--- src/rtl/bch_dec_serial.sv ---
// Bit-serial single-error-correcting decoder for the 141-bit systematic codeword.
// Syndrome is c(x) mod g(x) computed MSB first; a locator walk over x^k finds the error bit.
module bch_dec_serial #(
  parameter int N = 141,
  parameter int K = 127,
  parameter logic [N-K:0] GPOLY = 15'h4443
) (
  input  logic         clk,
  input  logic         reset,
  input  logic         in_valid,
  output logic         in_ready,
  input  logic [N-1:0] IN,
  output logic         out_valid,
  input  logic         out_ready,
  output logic [K-1:0] OUT,
  output logic         err_corrected,
  output logic         err_uncorrectable
);

  localparam int P  = N - K;
  localparam int CW = $clog2(N);

  typedef enum logic [1:0] {IDLE, SYND, SEARCH, DONE} state_t;

  state_t          state, state_next;
  logic [N-1:0]    cw_reg;
  logic [N-1:0]    cw_flip;
  logic [P-1:0]    rem, rem_next;
  logic [P-1:0]    loc, loc_next;
  logic [CW-1:0]   cnt;
  logic [P:0]      t;
  logic            match;
  logic            last;

  always_comb begin
    t = {rem, cw_reg[cnt]};
    if (t[P]) t = t ^ GPOLY;
    rem_next = t[P-1:0];
    loc_next = {loc[P-2:0], 1'b0} ^ (loc[P-1] ? GPOLY[P-1:0] : '0);
    match    = (loc == rem);
    last     = (cnt == CW'(N - 1));
    cw_flip      = cw_reg;
    cw_flip[cnt] = ~cw_reg[cnt];
  end

  always_comb begin
    state_next = state;
    in_ready   = (state == IDLE);
    out_valid  = (state == DONE);
    case (state)
      IDLE:    if (in_valid) state_next = SYND;
      SYND:    if (cnt == '0) state_next = (rem_next == '0) ? DONE : SEARCH;
      SEARCH:  if (match || last) state_next = DONE;
      DONE:    if (out_ready) state_next = IDLE;
      default: state_next = IDLE;
    endcase
  end

  always_ff @(posedge clk) begin
    if (reset) state <= IDLE;
    else       state <= state_next;
  end

  // cnt is the bit index b while dividing (counts down) and the locator exponent k while searching (counts up)
  always_ff @(posedge clk) begin
    if (reset) begin
      cw_reg            <= '0;
      rem               <= '0;
      loc               <= '0;
      cnt               <= '0;
      OUT               <= '0;
      err_corrected     <= 1'b0;
      err_uncorrectable <= 1'b0;
    end else begin
      case (state)
        IDLE: begin
          if (in_valid) begin
            cw_reg <= IN;
            rem    <= '0;
            cnt    <= CW'(N - 1);
          end
        end
        SYND: begin
          rem <= rem_next;
          if (cnt == '0) begin
            loc <= P'(1);
            if (rem_next == '0) OUT <= cw_reg[N-1:N-K];
          end else begin
            cnt <= cnt - 1'b1;
          end
        end
        SEARCH: begin
          if (match) begin
            cw_reg        <= cw_flip;
            OUT           <= cw_flip[N-1:N-K];
            err_corrected <= 1'b1;
          end else if (last) begin
            OUT               <= cw_reg[N-1:N-K];
            err_uncorrectable <= 1'b1;
          end else begin
            loc <= loc_next;
            cnt <= cnt + 1'b1;
          end
        end
        DONE: begin
          if (out_ready) begin
            err_corrected     <= 1'b0;
            err_uncorrectable <= 1'b0;
          end
        end
        default: ;
      endcase
    end
  end

endmodule

--- config.mk ---
export PLATFORM = sky130hd
export DESIGN_NAME = bch_dec_serial
export DESIGN_NICKNAME = d
export VERILOG_FILES = /design/src/rtl/bch_dec_serial.sv
export SDC_FILE = /design/constraint.sdc
export NUM_CORES = 1
export LEC_CHECK = 0
export CAP_MARGIN = 20
export CORE_MARGIN = 1.5
export CORE_UTILIZATION = 55
export DETAILED_ROUTE_END_ITERATION = 7
export PLACE_DENSITY = 0.81
export SLEW_MARGIN = 30
export SYNTH_ARGS = -nofsm -noshare
export SYNTH_HDL_FRONTEND = slang
export SYNTH_SLANG_ARGS = --single-unit
--- constraint.sdc ---
create_clock -name clk -period 4.3 [get_ports clk]
set_input_delay 1.29 -clock clk [delete_from_list [all_inputs] [get_ports clk]]
set_output_delay 1.29 -clock clk [all_outputs]
set_load 0.1 [all_outputs]
==> results by group <==
Run status
  – Status: completed

STA
  – Final WS setup: 0.263 ns
  – RSZ-0062 raised after global routing: false
  – Worst hold slack: 0.485 ns
  – Final setup viols: 0
  – Final hold viol count: 0
  – Fmax achieved: 248 MHz
  – Fin crit period: 4.04 ns
  – Max-slew violations: 0
  – Clock skew: 0.0169 ns
  – Setup TNS: 0 ns
  – Slew at the pin closest to its max-slew limit: 1.06 ns
  – Headroom to the max-slew limit: 29.5%
  – Final period utilization: 93.9%

Clocking
  – Clock transition at path regs: 0.06 ns
  – Clock Latency Late Sink: 0.52 ns
  – Resized cells post-CTS: 0
  – Clk buf depth: 3
  – Num CTS Buffers: 36
  – Hold_buf cts: 0
  – Root Buffer Master: clkbuf_16
  – CTS H-tree depth: 2
  – Postcts setup bufs: 0
  – CTS tree: built
  – CTS sink count: 308

Min path
  – WHS Path Cells: 2
  – Hold Path Class: flop to flop
  – Launch point of the worst hold path: loc[6]$_SDFFE_PP0P_
  – WHS Endpoint: loc[6]$_SDFFE_PP0P_

Power
  – PwrDens: 858 mW/mm^2
  – Tot Pwr: 19.2 mW
  – VDD IR max: 863 uV
  – Leakage: 8.65 nW

Setup path
  – Startpoint Class: flop
  – FF-to-FF path depth: 9
  – Crit end category: flop
  – Worst EP required: 4.72 ns
  – R2r endpoint: OUT[57]$_SDFFE_PP0P_
  – R2R Path Start: cnt[3]$_SDFFE_PP0P_
  – Worst EP arrival: 4.46 ns
  – R2R setup slack: 0.26 ns
  – CP Class: flop to flop
  – Crit-path max FO: 133

Synthesis
  – Netlist cell types: 59
  – Mapped Cells: 2372
  – Cell taking the most area after synthesis: dfxtp_1
  – Commonest cells post-synth: dfxtp_1, nor2_1, o21ai_0, clkbuf_1, nand2_1
  – Top-count cell post-synth: dfxtp_1
  – Syn Area/Cell: 7.74 um^2
  – Synthesized flop and latch total: 308
  – Top cell type's share of synthesized area: 33.6%
  – Mapped cell area: 0.0184 mm^2
  – Synth top area cells: dfxtp_1, mux2i_1, o21ai_0, nor2_1, nand3b_1
  – Post-synth EDFFs: 0
  – Syn_nets: 2528
  – Warnings, synthesis: 0
  – Async set-reset flop share out of synthesis: 0%
  – Sequential element share of the synthesized area: 33.6%
  – Prevailing post-synth register cell: dfxtp_1

Placed design
  – Area after DPL: 0.0211 mm^2
  – Inst Count DP: 2882
  – Final HPWL DP: 40900 um
  – RD Place Congestion: 0.936
  – I/O Buffers: 275
  – Dpl ws: 0.396 ns

Detailed routing
  – Post-route ant nets: 0
  – DRC violations left: 0
  – Via density: 6.67
  – DR WL/cell: 22.5 um
  – WL final: 66400 um
  – Drt pass-1 iters: 6
  – Vias: 19700
  – Number of DRC markers in iteration 0: 3216

Floorplan
  – Placement Rows: 66
  – Io pins: 276
  – Starting Density: 56.2%
  – Placeable Area: 0.0327 mm^2
  – DIE HEIGHT: 186 um
  – Full die area: 0.0345 mm^2
  – Die W: 186 um

GRT
  – Vias in the first global route: 18400
  – Initial antenna violation count: 0
  – First-pass GRT wire length: 101000 um
  – Largest net degree at the start of global routing: 146
  – All-Layer GR Usage: 37.2%
  – Congestion Overflow GR: 0

Cells and area
  – Final Non-Filler Cells: 2946
  – Synth-to-Final Area Change: 21.6%
  – Fin util: 68.3%
  – Layout cells sized above 1: 6.87%
  – Cell area after layout: 0.0223 mm^2
  – Max reg flops: 141
  – Inserted Diodes: 0
  – Nets: 2634

Run
  – Max-Cap Viols: 0
-- final cells by class --
type                    count  area (um^2)
clock inverters            14          176
inverters                  11         43.8
fillers                  2682        10400
clock buffers              50         1030
well taps                 442          553
flip-flops and latches    308         6170
repair buffers            312         3170
multi-input cells        1809        11200
-- metal layers --
metal / routed length, um / up-vias / track usage, %
li1: - / 8733 / -
met1: 25800 / 9292 / 49.8
met2: 28800 / 1370 / 56.0
met3: 7750 / 266 / 6.87
met4: 4080 / 0 / 21.8
met5: 0 / - / 0
-- worst max-delay path, cell delays in order (launching register included) --
cell      delay, ns
dfxtp_1        0.95
mux4_2         0.46
mux2i_1        0.22
nor4_1         0.09
nor4_1         0.31
and4_4         0.31
buf_12         0.38
buf_4          0.57
mux2i_1        0.23
a211oi_1       0.29
-- report_power, final --
part           switching (mW)  total (mW)  internal, mW
logic                    7.98        11.3          3.36
clock network            1.26        3.19          1.93
registers               0.872        4.64          3.77
-- worst max-delay path by stage --
stage                     slack, ns                       to           startpoint
after global placement         0.45     OUT[24]$_SDFFE_PP0P_  cnt[0]$_SDFFE_PP0P_
final                          0.26     OUT[57]$_SDFFE_PP0P_  cnt[3]$_SDFFE_PP0P_
after CTS                      0.35  cw_reg[23]$_SDFFE_PP0P_  cnt[0]$_SDFFE_PP0P_
after global routing           0.01  cw_reg[23]$_SDFFE_PP0P_  cnt[0]$_SDFFE_PP0P_
after floorplan                1.08     OUT[10]$_SDFFE_PP0P_  cnt[0]$_SDFFE_PP0P_
after detailed placement       0.40  cw_reg[45]$_SDFFE_PP0P_  cnt[0]$_SDFFE_PP0P_
-- cells by family (layout without fill, tap and decap cells) --
logic type	after synthesis	count (layout)	synth area share, %
xor gates and xnor gates	26	26	1.24
buffers and inverters	255	387	5.76
muxes	180	180	11.7
and+or+nand+nor	965	965	26.3
AOI/OAI and AO/OA	627	627	20.6
adders and majority gates	11	11	0.790
DFF	308	308	33.6
-- cells in the final DEF, fill, tap and decap left out, types with 10 or more instances in the layout --
| cell type | count |
|---|---|
| a22oi_1 | 23 |
| mux2i_1 | 150 |
| nand2_1 | 177 |
| nor3_1 | 134 |
| buf_12 | 11 |
| a21oi_1 | 158 |
| xnor2_1 | 20 |
| o21ai_0 | 278 |
| mux4_2 | 27 |
| buf_4 | 28 |
| a211oi_2 | 30 |
| and3_1 | 130 |
| a211oi_1 | 106 |
| nor2_1 | 303 |
| nand3b_1 | 130 |
| clkdlybuf4s50_1 | 271 |
| a311oi_1 | 10 |
| inv_1 | 10 |
| and2_1 | 15 |
| nand3_1 | 31 |
| clkbuf_16 | 37 |
| dfxtp_1 | 306 |
No activity file was read; power rests on OpenSTA's default activity.
